`src/rtl/onehot_arb_pkg.sv`:
```
// Shared types and helpers for the one-hot priority arbiter: FSM state,
// level comparison codes and highest-set-bit reduction.
package onehot_arb_pkg;

   localparam int MAX_PRIO_W = 32;

   typedef enum logic [0:0] {
      IDLE  = 1'b0,
      GRANT = 1'b1
   } state_e;

   typedef enum logic [1:0] {
      CMP_EQ   = 2'b00,
      CMP_A_HI = 2'b01,
      CMP_B_HI = 2'b10
   } cmp_t;

   // Keeps only the highest set bit, so a malformed level collapses to one-hot.
   function automatic logic [MAX_PRIO_W-1:0] hi_bit(input logic [MAX_PRIO_W-1:0] prio);
      logic [MAX_PRIO_W-1:0] r;
      r = '0;
      for (int i = 0; i < MAX_PRIO_W; i++) begin
         if (prio[i]) begin
            r    = '0;
            r[i] = 1'b1;
         end
      end
      return r;
   endfunction

endpackage

```
`src/rtl/prio_level_cmp.sv`:
```
// Compares two reduced one-hot priority levels; an all-zero level ranks lowest.
module prio_level_cmp
   import onehot_arb_pkg::*;
#(
   parameter int PRIO_W = 4
) (
   input  logic [PRIO_W-1:0] a_i,
   input  logic [PRIO_W-1:0] b_i,
   output cmp_t              cmp_o
);

   // A higher one-hot bit is also a larger unsigned value.
   always_comb begin
      cmp_o = CMP_EQ;
      if (a_i > b_i) begin
         cmp_o = CMP_A_HI;
      end else if (b_i > a_i) begin
         cmp_o = CMP_B_HI;
      end
   end

endmodule

```
`src/rtl/onehot_priority_arbiter.sv`:
```
// N-way arbiter: highest one-hot level wins, ties broken round-robin from ptr,
// grant held until release with zero-bubble re-arbitration.
module onehot_priority_arbiter
   import onehot_arb_pkg::*;
#(
   parameter int NUM_REQ = 4,
   parameter int PRIO_W  = 4
) (
   input  logic                      clk_i,
   input  logic                      rst_ni,
   input  logic [NUM_REQ-1:0]        req_i,
   input  logic [NUM_REQ*PRIO_W-1:0] prio_i,
   input  logic                      release_i,
   output logic [NUM_REQ-1:0]        grant_o,
   output logic                      grant_valid_o,
   output logic [PRIO_W-1:0]         grant_prio_o
);

   localparam int IDX_W = (NUM_REQ > 1) ? $clog2(NUM_REQ) : 1;

   logic [NUM_REQ-1:0][PRIO_W-1:0] level;
   logic [PRIO_W-1:0]              max_lvl;
   logic [NUM_REQ-1:0]             cand;
   logic [NUM_REQ-1:0]             masked;
   logic [NUM_REQ-1:0]             pick;
   logic [IDX_W-1:0]               win_idx;
   logic                           any_elig;

   state_e                         state_q, state_d;
   logic [NUM_REQ-1:0]             grant_q, grant_d;
   logic                           valid_q, valid_d;
   logic [PRIO_W-1:0]              prio_q, prio_d;
   logic [IDX_W-1:0]               ptr_q, ptr_d;

   // A non-requesting input contributes level zero, i.e. is never eligible.
   for (genvar i = 0; i < NUM_REQ; i++) begin : g_level
      assign level[i] = req_i[i]
         ? PRIO_W'(hi_bit(MAX_PRIO_W'(prio_i[i*PRIO_W +: PRIO_W])))
         : '0;
   end

   for (genvar i = 0; i < NUM_REQ; i++) begin : g_max
      logic [PRIO_W-1:0] mx;
      if (i == 0) begin : g_first
         assign mx = level[0];
      end else begin : g_next
         cmp_t c;
         prio_level_cmp #(.PRIO_W(PRIO_W)) u_cmp (
            .a_i   (g_max[i-1].mx),
            .b_i   (level[i]),
            .cmp_o (c)
         );
         assign mx = (c == CMP_B_HI) ? level[i] : g_max[i-1].mx;
      end
   end

   assign max_lvl = g_max[NUM_REQ-1].mx;

   // Prefer the lowest candidate at or above ptr, else wrap to the lowest overall.
   always_comb begin
      cand    = '0;
      masked  = '0;
      win_idx = '0;
      for (int i = 0; i < NUM_REQ; i++) begin
         cand[i]   = (|level[i]) && (level[i] == max_lvl);
         masked[i] = cand[i] && (IDX_W'(i) >= ptr_q);
      end
      pick = (|masked) ? masked : cand;
      for (int i = NUM_REQ - 1; i >= 0; i--) begin
         if (pick[i]) begin
            win_idx = IDX_W'(i);
         end
      end
   end

   assign any_elig = |cand;

   always_comb begin
      state_d = state_q;
      grant_d = grant_q;
      valid_d = valid_q;
      prio_d  = prio_q;
      ptr_d   = ptr_q;
      if ((state_q == IDLE) || release_i) begin
         if (any_elig) begin
            state_d = GRANT;
            grant_d = NUM_REQ'(1) << win_idx;
            valid_d = 1'b1;
            prio_d  = level[win_idx];
            ptr_d   = (win_idx == IDX_W'(NUM_REQ - 1)) ? '0 : win_idx + 1'b1;
         end else begin
            state_d = IDLE;
            grant_d = '0;
            valid_d = 1'b0;
            prio_d  = '0;
         end
      end
   end

   always_ff @(posedge clk_i or negedge rst_ni) begin
      if (!rst_ni) begin
         state_q <= IDLE;
         grant_q <= '0;
         valid_q <= 1'b0;
         prio_q  <= '0;
         ptr_q   <= '0;
      end else begin
         state_q <= state_d;
         grant_q <= grant_d;
         valid_q <= valid_d;
         prio_q  <= prio_d;
         ptr_q   <= ptr_d;
      end
   end

   assign grant_o       = grant_q;
   assign grant_valid_o = valid_q;
   assign grant_prio_o  = prio_q;

endmodule

```
`config.mk`:
```
export PLATFORM = sky130hd
export DESIGN_NAME = onehot_priority_arbiter
export DESIGN_NICKNAME = d
export VERILOG_FILES = /design/src/rtl/onehot_arb_pkg.sv /design/src/rtl/prio_level_cmp.sv /design/src/rtl/onehot_priority_arbiter.sv
export SDC_FILE = /design/constraint.sdc
export NUM_CORES = 1
export LEC_CHECK = 0
export BUFFER_PORTS_ARGS = -buffer_cell sky130_fd_sc_hd__buf_4
export CORE_MARGIN = 2
export CORE_UTILIZATION = 60
export CTS_BUF_LIST = sky130_fd_sc_hd__clkbuf_4 sky130_fd_sc_hd__clkbuf_8 sky130_fd_sc_hd__clkbuf_16
export DETAILED_ROUTE_END_ITERATION = 10
export GPL_ROUTABILITY_DRIVEN = 1
export PLACE_DENSITY = 0.95
export SETUP_SLACK_MARGIN = 0.4
export SKIP_CTS_REPAIR_TIMING = 1
export SLEW_MARGIN = 20
export SYNTH_ARGS = -nofsm -noshare
export SYNTH_HDL_FRONTEND = slang
export SYNTH_SLANG_ARGS = --single-unit
```
`constraint.sdc`:
```
create_clock -name clk_i -period 3.14 [get_ports clk_i]
set_input_delay 0.628 -clock clk_i [delete_from_list [all_inputs] [get_ports clk_i]]
set_output_delay 0.628 -clock clk_i [all_outputs]
set_load 0.02 [all_outputs]
```
==> results of run 1 <==
## logic make-up after synthesis
kind of cell	after synthesis	share of synthesized area (%)
and+or+nand+nor	102	31.55
DFF	11	14.86
AOI/OAI and AO/OA	68	29.12
muxes	5	3.311
xor gates and xnor gates	8	3.784
buffers and inverters	22	6.554
adders and majority gates	16	10.81
## per-stage QoR
| step | hold slack, ns | instances | utilization, % | setup TNS, ns | worst slack [ns] |
|---|---|---|---|---|---|
| CTS | 0.1628 | 368 | 91.83 | -33.40 | -3.536 |
| detailed placement | 0.4706 | 364 | 90.83 | -35.15 | -3.684 |
| global placement | 0.4618 | 364 | 90.83 | -29.99 | -3.214 |
| floorplan | 0.3324 | 232 | - | -30.26 | -3.318 |
## cells in the mapped netlist (3+ instances only)
cell type,n
nor2b_1,3
o211ai_1,4
clkbuf_1,3
a31oi_1,3
dfrtp_1,11
and3_1,3
inv_1,12
and3b_1,3
ha_1,16
or2_1,3
nor3_1,9
a21oi_1,10
xnor2_1,7
nor2_1,20
nand3_1,6
nand4_1,3
o21ai_0,13
and2_1,6
a21o_1,4
nand2_1,23
o41ai_1,3
a211o_1,3
==> results.py, run 1 <==
metrics = {
    "yosys": {
        "synth_edf_count": 0,
        "synth_area_leader_cell": "dfrtp_1",
        "synth_warnings": 0,
        "ys_seq_area_share_pct": 14.86,
        "yosysTopAreaCellShare_pct": 14.86,
        "synthFlopType": "dfrtp_1",
        "ys_ff_latch": 11,
        "syn_inst": 232,
        "synth_area_leaders": "dfrtp_1 15%, ha_1 11%, nand2_1 4.7%, nor2_1 4.1%, o21ai_0 3.5%",
        "synth_cell_type_count": 72,
        "mappedNetlistArea_sq_mm": 0.001852,
        "syn_area_per_cell_sq_um": 7.982,
        "async_flop_share_pct": 100.0,
        "synth_nets": 271,
    },
    "floorplanning": {
        "die_y_microns": 59.56,
        "die_width_microns": 59.56,
        "start_util_pct": 61.67,
        "rows": 20,
        "io_pins": 32,
    },
    "timing": {
        "worstEndpointType": "sequential cell input",
        "grt-worst-endpoint": "grant_o[1]$_DFFE_PN0N_/D",
    },
    "run_status": {
        "first-error": "[ERROR DPL-0038] Utilization greater than 100%, impossible to legalize",
        "status": "did not finish",
        "failed_stage": "global routing (5_1_grt)",
    },
    "cts": {
        "numCtsBuffers": 3,
        "cts.path.max_buffers": 2,
        "h-tree-depth": 1,
        "cts_sinks": 11,
        "clock-root-buffer": "clkbuf_4",
    },
    "place": {
        "io_buffer_count": 31,
        "placed_area_sq_mm": 0.002728,
        "place_congestion": 0.9532,
        "dpl.hpwl_microns": 5903,
    },
    "grt": {
        "grt_max_degree": 13,
    },
}
==> run 2: changes to the inputs <==
- CORE_UTILIZATION: 60 -> 40
- CTS_BUF_LIST: sky130_fd_sc_hd__clkbuf_4 sky130_fd_sc_hd__clkbuf_8 sky130_fd_sc_hd__clkbuf_16 -> default
- PLACE_DENSITY: 0.95 -> default
- PLACE_DENSITY_LB_ADDON: default -> 0.15
- SETUP_SLACK_MARGIN: 0.4 -> default
==> run 2 against run 1 <==
  * The flow now finishes, with violations (setup timing)
  * Synthesized cell count unchanged
  * Synthesized area unchanged
==> results.py, run 2 <==
metrics = {
    "power_and_ir_drop": {
        "total_power_w": 0.002057,
        "power.leakage_nw": 1.440,
        "powerDensity_mw_per_mm2": 657.3,
        "ir_worst_vdd_mv": 0.2607,
    },
    "run": {
        "drv_cap": 0,
    },
    "timing": {
        "fmax_mhz": 154.9,
        "slew_headroom_pct": 69.67,
        "rsz0062_at_grt": "yes",
        "final.min_clock_period_ns": 6.455,
        "hold_viol_final": 0,
        "fin_crit_sh_pct": 205.6,
        "maxSlewViolCount": 0,
        "worstMarginPinSlew_ns": 0.4502,
        "setup_viol": 11,
        "finClkSkew_ns": 0.002500,
        "finalSetupTns_ns": -31.55,
        "fin_ws_ns": -3.315,
    },
    "detailed_routing": {
        "post_drt_wl_per_cell_microns": 15.12,
        "wl_microns": 6033,
        "route.vias.total": 2159,
        "drt_iter0_drc": 109,
        "ant_nets": 0,
        "route.detailed.drc": 0,
        "drt_first_pass_iters": 4,
        "viasPerCell": 5.411,
    },
    "grt": {
        "antenna_found_initial": 0,
        "grt_max_degree": 13,
        "track_usage_pct": 21.15,
        "grt_pass1_vias": 2020,
        "grt_pass1_wl_microns": 8852,
        "grt_overflow_total": 0,
    },
    "yosys": {
        "synth_warnings": 0,
        "synth_area_leader_cell": "dfrtp_1",
        "syn_area_per_cell_sq_um": 7.982,
        "syn_inst": 232,
        "synth_cell_type_count": 72,
        "yosysTopAreaCellShare_pct": 14.86,
        "yosys-top-cells-count": "23 x nand2_1, 20 x nor2_1, 16 x ha_1",
        "ys_seq_area_share_pct": 14.86,
        "ys_ff_latch": 11,
        "synthFlopType": "dfrtp_1",
        "synth_area_leaders": "dfrtp_1 15%, ha_1 11%, nand2_1 4.7%, nor2_1 4.1%, o21ai_0 3.5%",
        "async_flop_share_pct": 100.0,
        "synth_nets": 271,
        "yosys.cell_count.top_type": "nand2_1",
        "synth_edf_count": 0,
        "mappedNetlistArea_sq_mm": 0.001852,
    },
    "setup_path": {
        "critical_path_class": "in2reg",
        "regToRegSetupSlack_ns": 1.26,
        "cpMostUsedCell": "ha_4",
        "end_kind": "register",
        "slowest_delay_ns": 0.56,
        "cp_data_required_time_ns": 3.26,
        "crit_path_max_fanout": 6,
        "start_kind": "primary input",
        "cp.arrival_ns": 6.57,
        "cp_slowest_cell": "or4_4",
    },
    "hold_path": {
        "hold_path.class": "in2async",
    },
    "final_layout": {
        "final_nets": 387,
        "layout-drive-gt1-share_pct": 54.76,
        "mostFrequentLayoutCells": "107 x buf_4, 20 x nand2_1, 16 x nor2_1, 11 x dfrtp_1, 11 x buf_6",
        "area_growth_pct": 68.99,
        "antenna_cells": 0,
        "final_common_cell": "buf_4",
    },
    "cts": {
        "clock-root-buffer": "clkbuf_8",
        "cts_tree": "yes",
        "clk_latency_ns": 0.24,
        "numCtsBuffers": 3,
        "cts.path.max_buffers": 2,
        "h-tree-depth": 1,
        "cts.clk_slew.worst_paths_ns": 0.05,
        "cts_sinks": 11,
    },
    "floorplanning": {
        "io_pins": 32,
        "core_area_sq_mm": 0.004414,
        "rows": 24,
        "design.die.area_sq_mm": 0.005190,
        "start_util_pct": 41.95,
        "die_y_microns": 72.04,
        "die_width_microns": 72.04,
    },
    "place": {
        "place_congestion": 0.9137,
        "dpl.hpwl_microns": 4540,
        "io_buffer_count": 31,
    },
    "run_status": {
        "failed_checks": "setup timing",
        "status": "finished with violations",
    },
}
==> run 2: cell families (layout without fill, tap and decap cells) <==
family / after synthesis / count (layout) / share of synthesized area, %
muxes: 5 / 5 / 3.311
AOI/OAI and AO/OA: 68 / 68 / 29.12
adders and majority gates: 16 / 16 / 10.81
and+or+nand+nor: 102 / 102 / 31.55
DFF: 11 / 11 / 14.86
xor gates and xnor gates: 8 / 8 / 3.784
buffers and inverters: 22 / 137 / 6.554
==> run 2: path summary, 6_finish.rpt <==
| check | from | end | depth (start not counted) |
|---|---|---|---|
| setup / recovery | req_i[1] | ptr_q[1]$_DFFE_PN0P_ | 27 |
| hold / removal | rst_ni | grant_o[0]$_DFFE_PN0N_ | 1 |
| setup reg to reg | ptr_q[1]$_DFFE_PN0P_ | grant_prio_o[1]$_DFFE_PN0N_ | 7 |
| hold reg to reg | grant_o[3]$_DFFE_PN0N_ | grant_o[3]$_DFFE_PN0N_ | 2 |
| max in group asynchronous | rst_ni | grant_o[2]$_DFFE_PN0N_ | 1 |
| min in group clk_i | grant_o[3]$_DFFE_PN0N_ | grant_o[3]$_DFFE_PN0N_ | 2 |
==> run 2: worst max-delay path: cells and delay by family <==
kind | cells | cell delay, ns
compound gates | 8 | 2.03
fa+ha+maj | 4 | 0.87
buf+inv | 3 | 0.38
mux | 2 | 0.55
simple gates | 10 | 2.10
==> run 2: power by group <==
part / total (W) / internal [W] / switching, W
Combinational: 0.00166 / 0.000879 / 0.000782
Clock: 0.000144 / 0.0000893 / 0.0000545
Sequential: 0.000252 / 0.000204 / 0.0000486
==> run 2: routing by layer <==
metal	global-route usage [%]	part of all wire [%]	vias up
met5	0	0	-
met4	5.660	0.41	0
met3	2.083	2.9	4
met2	38.17	52	42
met1	26.83	45	1007
li1	-	-	1106
==> run 2: area by class of cell <==
| class | instances | area (sq um) |
|---|---|---|
| multi-input combinational | 199 | 1747 |
| fill | 357 | 1285 |
| timing repair buffer | 119 | 942.2 |
| sequential | 11 | 275.3 |
| tap | 52 | 65.06 |
| inverter | 14 | 55.05 |
| clock buffer | 4 | 45.04 |
==> run 2: through the flow <==
step	area (sq um)	setup slack, ns	utilization [%]	instances	hold WS [ns]
finish	3129	-3.315	70.89	399	0.2173
global placement	2729	-3.323	61.82	380	0.4629
floorplan	1956	-3.318	-	232	0.3324
global route	3129	-3.560	70.89	399	0.2219
detailed placement	2729	-3.462	61.82	380	0.4654
CTS	2774	-3.220	62.84	384	0.2143
Power figures use the tool's default switching activity.
